File: src/rtl/alu_seq_if.sv
// alu_seq_if: operand/result handshake bundle for alu_seq
//  master (producer/consumer side): drives in_valid, a, b, alu_op, out_ready
//  slave  (alu_seq): drives in_ready, out_valid, alu_result, zero, carry, negative, overflow
interface alu_seq_if #(parameter int WIDTH = 8);
   logic             in_valid, in_ready, out_valid, out_ready;
   logic [WIDTH-1:0] a, b, alu_result;
   logic [4:0]       alu_op;
   logic             zero, carry, negative, overflow;
   modport master (
      output in_valid, a, b, alu_op, out_ready,
      input  in_ready, out_valid, alu_result, zero, carry, negative, overflow
   );
   modport slave (
      input  in_valid, a, b, alu_op, out_ready,
      output in_ready, out_valid, alu_result, zero, carry, negative, overflow
   );
endinterface

File: src/rtl/alu_seq.sv
// alu_seq: handshaked ALU, single-cycle base ops plus multi-cycle MUL/SHL/SHR/SRA with registered flags
//  clk, rst_n (async active-low); bus: in_valid/in_ready, a, b, alu_op in; out_valid/out_ready,
//  alu_result, zero, carry, negative, overflow out
module alu_seq #(
   parameter int WIDTH = 8,
   localparam int SHW = $clog2(WIDTH)
) (
   input  logic     clk,
   input  logic     rst_n,
   alu_seq_if.slave bus
);
   typedef enum logic [1:0] {IDLE, BUSY, DONE} state_t;
   state_t           state, state_nx;
   logic [WIDTH-1:0] ra, sh, sh_nx, s_res, wr_res;
   logic [2*WIDTH-1:0] p, p_nx;
   logic [WIDTH:0]   add_w, sub_w, mul_sum;
   logic [4:0]       op;
   logic [SHW:0]     cnt;
   logic [SHW-1:0]   amt;
   logic             s_c, s_v, s_multi, sb, wr_en, wr_c, wr_v;
   assign amt = bus.b[SHW-1:0];
   assign bus.in_ready = (state == IDLE);
   assign bus.out_valid = (state == DONE);
   always_comb begin
      add_w = {1'b0, bus.a} + {1'b0, bus.b};
      sub_w = {1'b0, bus.a} - {1'b0, bus.b};
      s_res = '0;
      s_c = 1'b0;
      s_v = 1'b0;
      if (bus.alu_op[4]) begin
         // only reached as a single-cycle op for zero-amount shifts or undefined ext codes
         s_res = (bus.alu_op[3:2] == 2'b00 && bus.alu_op[1:0] != 2'b00) ? bus.a : '0;
      end else begin
         casez (bus.alu_op[3:0])
            4'b001?: s_res = bus.b;
            4'b?100: begin
               s_res = add_w[WIDTH-1:0];
               s_c = add_w[WIDTH];
               s_v = (bus.a[WIDTH-1] == bus.b[WIDTH-1]) && (add_w[WIDTH-1] != bus.a[WIDTH-1]);
            end
            4'b?101: begin
               s_res = sub_w[WIDTH-1:0];
               s_c = sub_w[WIDTH];
               s_v = (bus.a[WIDTH-1] != bus.b[WIDTH-1]) && (sub_w[WIDTH-1] != bus.a[WIDTH-1]);
            end
            4'b?111: s_res = {{(WIDTH-1){1'b0}}, sub_w[WIDTH]};
            4'b?110: s_res = bus.a & bus.b;
            4'b100?: s_res = bus.a | bus.b;
            4'b101?: s_res = bus.a ^ bus.b;
            default: s_res = '0;
         endcase
      end
      s_multi = bus.alu_op[4] && (bus.alu_op[3:0] == 4'd0 || (bus.alu_op[3:2] == 2'b00 && amt != '0));
   end
   // one shift-add step: p holds {partial hi, remaining multiplier bits}
   always_comb begin
      mul_sum = {1'b0, p[2*WIDTH-1:WIDTH]} + (p[0] ? {1'b0, ra} : '0);
      p_nx = {mul_sum, p[WIDTH-1:1]};
      sh_nx = op[1:0] == 2'b01 ? {sh[WIDTH-2:0], 1'b0} :
              op[1:0] == 2'b10 ? {1'b0, sh[WIDTH-1:1]} : {sh[WIDTH-1], sh[WIDTH-1:1]};
      sb = op[1:0] == 2'b01 ? sh[WIDTH-1] : sh[0];
   end
   always_comb begin
      state_nx = state;
      wr_en = 1'b0;
      wr_res = s_res;
      wr_c = s_c;
      wr_v = s_v;
      case (state)
         IDLE: if (bus.in_valid) begin
            state_nx = s_multi ? BUSY : DONE;
            wr_en = !s_multi;
         end
         BUSY: if (cnt == (SHW+1)'(1)) begin
            state_nx = DONE;
            wr_en = 1'b1;
            wr_res = op[1:0] == 2'b00 ? p_nx[WIDTH-1:0] : sh_nx;
            wr_c = op[1:0] == 2'b00 ? |p_nx[2*WIDTH-1:WIDTH] : sb;
            wr_v = 1'b0;
         end
         DONE: if (bus.out_ready) state_nx = IDLE;
         default: state_nx = IDLE;
      endcase
   end
   always_ff @(posedge clk or negedge rst_n) begin
      if (!rst_n) state <= IDLE;
      else state <= state_nx;
   end
   always_ff @(posedge clk or negedge rst_n) begin
      if (!rst_n) begin
         ra <= '0;
         sh <= '0;
         p <= '0;
         op <= '0;
         cnt <= '0;
         bus.alu_result <= '0;
         bus.zero <= 1'b0;
         bus.carry <= 1'b0;
         bus.negative <= 1'b0;
         bus.overflow <= 1'b0;
      end else begin
         if (state == IDLE && bus.in_valid) begin
            ra <= bus.a;
            sh <= bus.a;
            p <= {{WIDTH{1'b0}}, bus.b};
            op <= bus.alu_op;
            cnt <= bus.alu_op[3:0] == 4'd0 ? (SHW+1)'(WIDTH) : {1'b0, amt};
         end else if (state == BUSY) begin
            p <= p_nx;
            sh <= sh_nx;
            cnt <= cnt - 1'b1;
         end
         if (wr_en) begin
            bus.alu_result <= wr_res;
            bus.zero <= (wr_res == '0);
            bus.carry <= wr_c;
            bus.negative <= wr_res[WIDTH-1];
            bus.overflow <= wr_v;
         end
      end
   end
endmodule

File: src/flat_wrapper.sv
// flat-port wrapper written by rule: the top's interface ports become plain ports
module alu_seq_flat 
#(
   parameter int WIDTH = 8,
   localparam int SHW = $clog2(WIDTH)
)
  (clk, rst_n, bus_in_valid, bus_a, bus_b, bus_alu_op, bus_out_ready, bus_in_ready, bus_out_valid, bus_alu_result, bus_zero, bus_carry, bus_negative, bus_overflow);
  alu_seq_if #(.WIDTH(WIDTH)) bus_i ();
  input  logic clk;
  input  logic rst_n;
  input wire logic [$bits(bus_i.in_valid)-1:0] bus_in_valid;
  input wire logic [$bits(bus_i.a)-1:0] bus_a;
  input wire logic [$bits(bus_i.b)-1:0] bus_b;
  input wire logic [$bits(bus_i.alu_op)-1:0] bus_alu_op;
  input wire logic [$bits(bus_i.out_ready)-1:0] bus_out_ready;
  output wire logic [$bits(bus_i.in_ready)-1:0] bus_in_ready;
  output wire logic [$bits(bus_i.out_valid)-1:0] bus_out_valid;
  output wire logic [$bits(bus_i.alu_result)-1:0] bus_alu_result;
  output wire logic [$bits(bus_i.zero)-1:0] bus_zero;
  output wire logic [$bits(bus_i.carry)-1:0] bus_carry;
  output wire logic [$bits(bus_i.negative)-1:0] bus_negative;
  output wire logic [$bits(bus_i.overflow)-1:0] bus_overflow;
  assign bus_i.in_valid = bus_in_valid;
  assign bus_i.a = bus_a;
  assign bus_i.b = bus_b;
  assign bus_i.alu_op = bus_alu_op;
  assign bus_i.out_ready = bus_out_ready;
  assign bus_in_ready = bus_i.in_ready;
  assign bus_out_valid = bus_i.out_valid;
  assign bus_alu_result = bus_i.alu_result;
  assign bus_zero = bus_i.zero;
  assign bus_carry = bus_i.carry;
  assign bus_negative = bus_i.negative;
  assign bus_overflow = bus_i.overflow;
  alu_seq #(.WIDTH(WIDTH)) u_core (.clk(clk), .rst_n(rst_n), .bus(bus_i));
endmodule
File: config.mk
export PLATFORM = sky130hd
export DESIGN_NAME = alu_seq_flat
export DESIGN_NICKNAME = d
export VERILOG_FILES = /design/src/rtl/alu_seq_if.sv /design/src/rtl/alu_seq.sv /design/src/flat_wrapper.sv
export SDC_FILE = /design/constraint.sdc
export NUM_CORES = 1
export LEC_CHECK = 0
export ABC_CLOCK_PERIOD_IN_PS = 3210
export CORE_MARGIN = 3
export CORE_UTILIZATION = 59
export CTS_CLUSTER_DIAMETER = 80
export DETAILED_ROUTE_END_ITERATION = 10
export PLACE_DENSITY = 0.81
export SYNTH_ARGS = -nofsm -noshare
export SYNTH_HDL_FRONTEND = slang
export SYNTH_SLANG_ARGS = --single-unit
File: constraint.sdc
create_clock -name clk -period 3.21 [get_ports clk]
set_clock_uncertainty 0.2 [all_clocks]
set_input_delay 0.4815 -clock clk [delete_from_list [all_inputs] [get_ports clk]]
set_output_delay 0.4815 -clock clk [all_outputs]
set_load 0.01 [all_outputs]
**Yosys cells after proc, flatten, opt, wreduce, memory -nomap -nowiden**

Cells that the tools add are included.
Widths: inputs -> output; s select.

- Bits in latches: 0
- Register bits after elaboration: 52
- Output and inout bits: 14
- Input port bits: 25
- Memories: 0
- Word-level logic and storage cells: 89
- Memory bits (read-only): 0
- RAM bits: 0

- Add/sub/neg operators: 4
- Multiplexer cells: 34
- Shift operators: 0
- Div/mod/pow operators: 0
- Equality and inequality tests: 19
- Reductions and logical operators: 18
- $mul: 0
- Bitwise gates (word level): 3
- Magnitude comparators: 0

Operators with widths:

| cell | number |
|---|---|
| $mux 8 | 10 |
| $pmux 8 s7 | 1 |
| $mux 16 | 2 |
| $eq 3x3->1 const B | 6 |
| $mux 4 | 3 |
| $mux 1 | 10 |
| $add 8x8->9 | 1 |
| $add 8x9->9 | 1 |
| $sub 8x8->9 | 1 |
| $and 8x8->8 | 1 |
| $logic_not 8->1 | 1 |
| $mux 2 | 4 |
| $or 8x8->8 | 1 |
| $reduce_or 8->1 | 1 |
| $xor 8x8->8 | 1 |
| $logic_and 1x1->1 | 6 |
| $logic_not 2->1 | 3 |
| $pmux 1 s2 | 3 |
| $pmux 2 s3 | 1 |
| $eq 2x1->1 const B | 2 |
| $eq 2x2->1 const B | 2 |
| $eq 4x1->1 const B | 1 |
| $logic_not 4->1 | 1 |
| $ne 2x2->1 const B | 2 |
| other kinds (10) | 13 |

**Logic depth before layout (Yosys ltp)**

Gate-level depths: netlist of run 1.

- Depth in word-level cells: 7
- Gate-level depth with buffers: 11
- Mapped depth without buffers: 11

**Worst setup path after synthesis of run 1**

No wires, ideal clock.

- Kind: input port to flip-flop
- Start point: input port bus_b[0]
- End point: register u_core.bus.zero
- Path buffers: 0
- Arrival time: 2.749 ns
- Required time: 2.906 ns
- Cell stages on the path: 9
- Path slack: 0.158 ns
- Setup time: 0.104 ns
- Path through: ha_1 > fa_1 > a211oi_1 > nor3b_2 > mux2i_1 > nor4b_1 > a21oi_1 > or4_1 > o41ai_2

- Word-level cells in the longest chain between the ends: 7
- Elaborated cells between the ends (all ways): 17
- Classes of those cells: add/sub: 2; mux: 6; bitwise: 3; reduce/logical: 6

Ends and longest elaborated chain:

| element | RTL line | source |
|---|---|---|
| from (decl) | flat_wrapper.sv:13 | `input wire logic [$bits(bus_i.b)-1:0] bus_b;` |
| branches (longest 7 deep; another with $sub 8x8->9) | -- |  |
| to (signal assigned) | alu_seq.sv:115 | `bus.zero <= (wr_res == '0);` |
| to (decl) | alu_seq_if.sv:15 | `output in_ready, out_valid, alu_result, zero, carry, negative, overflow` |

Several ways; the timed one is not identified.
A chain may end at the register's enable or synchronous reset.

**Final worst setup path of run 1**

- Start point: input port bus_b[2]
- End point: register u_core.bus.zero

The elaborated chain is that of the path after synthesis.

==> results.toml, run 1 <==
[logic_synthesis]
synth_cell_types = 66
syn_avg_cell_area_um2 = 8.15
synth_edf_count = 0
ys_async_sr_fraction = 1.00
synthesis.instances = 530
synth_flop_cell = "dfrtp_1"
synth.net_count = 593
ys_warn_count = 0
netlist_area_um2 = 4320
synth-seq-cells = 51
yosysSeqAreaShare = 0.296

[finish]
nets = 716
multi_input_area_um2 = 2870
num_antenna_cells = 0
final_cell_mix = "buf_4, nand2_1, dfrtp_1"
design_area_um2 = 5660
fill_cells = 459
drive_gt1_frac = 0.237
seq_area_um2 = 1280
syn_to_final_growth_pct = 31.2
layout_commonest_cell = "buf_4"
fin_util = 0.816

[floorplanning]
core_area_um2 = 6940
die_y_um = 91.5
fp.dieArea_um2 = 8380
pin_count = 39
start_util = 0.622
fp.dieW_um = 91.5
row_count = 30

[clocking]
cts-root-buf = "clkbuf_8"
clock_latency_ps = 310
htree_levels = 2
cts_buffer_depth = 2
cts_tree = "built"
post_cts_buffers = 0
path_clk_slew_ps = 90
clock_sinks = 51
cts_buffers = 5

[timing]
setup_viol_count_final = 0
hold_viol_final = 0
relSlewSlack = 0.437
slew_violations = 0
worstMarginPinSlew_ps = 845
fin_ws_ps = 32.5
fin_crit_sh = 0.990
layout_min_cycle_time_ps = 3180
rsz0062_at_grt = "yes"
max_freq_mhz = 315

[critical_path]
worst_setup_path_end_kind = "register"
max_stage_delay_ps = 520
crit_chain = "clkdlybuf4s50_1, inv_1, buf_4, ha_1, o31ai_1, xnor2_1, o21ai_0, a211o_1, or4_1, o41ai_2"
cp_data_required_time_ps = 3230
critPathLaunchType = "input pin"
crit_type = "input pin to register"
crit_fanout = 5
crit_path_top_delay_cell = "or4_1"
critPathArrivalTime_ps = 3190

[global_route]
antenna_found_initial = 0
grt_max_degree = 39
grt_pass1_vias = 4792
grt_pass1_wl_um = 23600
overflow = 0
grt_usage = 0.355

[routing]
wire_per_inst_um = 19.6
avgViaCountPerCell = 6.37
drc = 0
wirelength_um = 14700
ant_nets = 0
first_pass_iters = 5
vias = 4776
drtIter0Drc = 410

[placed_design]
place_congestion = 0.962
dp_slack_ps = -474
io_buffers = 38
dpl.hpwl_um = 11400
placed_cell_area_um2 = 5480

[min_path]
hold_class = "register to register"

[pwr]
p_leak_nw = 2.66
p_per_area_nw_per_um2 = 570
vdd_ir_drop_max_v = 0.000446
total_power_mw = 3.23

[job]
maxCapViolations = 0

[run_status]
outcome = "finished, final reports clean"
-- per-stage QoR --
step                      instances  hold slack (ps)  TNS [ps]
after floorplan                 530            -14.1         0
after global placement          741              195      -995
after CTS                       750              284         0
after global routing            750              334     -77.5
final                           750              283         0
after detailed placement        741              194     -1220
-- sequential cells by signal (all words and copies together) (netlist names), 2 cells and up --
register               flops
u_core.bus.alu_result      7
u_core.cnt                 4
u_core.op                  2
u_core.p                  16
u_core.ra                  8
u_core.sh                  8
u_core.state               2
-- metal layers --
layer  vias to the layer above  part of all wire  track usage
li1                       2140                 -            -
met1                      2303              0.40        0.474
met2                       279              0.47        0.569
met3                        54             0.087       0.0597
met4                         0             0.041        0.142
met5                         -                 0            0
-- layout make-up --
cell class | instances | area share
repair buffers | 148 | 0.210
clock inverters | 2 | 0.00221
clock buffers | 6 | 0.0128
well taps | 96 | 0.0212
multi-input cells | 414 | 0.506
inverters | 33 | 0.0219
flip-flops and latches | 51 | 0.225
-- synth_stat cells (7+ instances only) --
library cell | number | area (um2)
ha_1 | 35 | 438
o21ai_0 | 36 | 180
a211oi_1 | 8 | 60.1
mux2i_1 | 14 | 140
nand3_1 | 15 | 75.1
o211ai_1 | 7 | 52.6
nand2b_1 | 12 | 75.1
nor2_1 | 34 | 128
o31ai_1 | 8 | 60.1
inv_1 | 33 | 124
nor3_1 | 10 | 50.1
buf_2 | 7 | 35.0
a22oi_1 | 14 | 105
nand2_1 | 68 | 255
nor2b_1 | 9 | 56.3
clkbuf_1 | 21 | 78.8
dfrtp_1 | 51 | 1280
and2_1 | 11 | 68.8
a21oi_1 | 35 | 175
-- cells by family after synthesis --
kind of cell    count (synthesis)  share of synthesized area
simple gates                  197                      0.232
xor+xnor                        8                     0.0162
fa+ha+maj                      38                      0.115
flops                          51                      0.296
buf+inv                        65                     0.0637
mux                            18                     0.0429
compound gates                153                      0.235
-- where the power goes --
part / total [mW] / internal (mW) / switching, mW
sequential: 1.19 / 0.904 / 0.283
clock: 0.372 / 0.153 / 0.219
combinational: 1.67 / 0.785 / 0.882
total: 3.23 / 1.84 / 1.38
-- timing repair --
item / in CTS / in global routing
hold buffers: 1 / 0
endpoints found under the setup margin: 1 / 3
resized for setup: 6 / 27
pin swaps: 1 / 5
endpoints found under the hold margin: 13 / 0
-- critical path: cells and delay by family --
family                     cells  cell delay, ps
AOI/OAI and AO/OA              4            1010
buffers and inverters          3             730
xor gates and xnor gates       1             170
adders and majority gates      1             270
and+or+nand+nor                1             520
-- worst paths after layout --
path	from	end	slack [ps]	cells past startpoint
min in group asynchronous	rst_n	u_core.cnt[0]	390	2
setup / recovery	bus_b[2]	u_core.bus.zero	30	10
setup reg to reg	u_core.p[0]	u_core.bus.carry	140	11
max in group asynchronous	rst_n	u_core.p[4]	1610	3
hold / removal	u_core.ra[3]	u_core.ra[3]	280	2
hold reg to reg	u_core.ra[3]	u_core.ra[3]	280	2
Note: power is estimated with default switching activity, not from simulation.
==> run 2, diff against run 1 <==
Settings changed: ABC_CLOCK_PERIOD_IN_PS 3210 to not set, CTS_CLUSTER_SIZE set to 24.
==> results of run 2 <==
No change in the layout: final DEF, timing and power equal those of run 1.
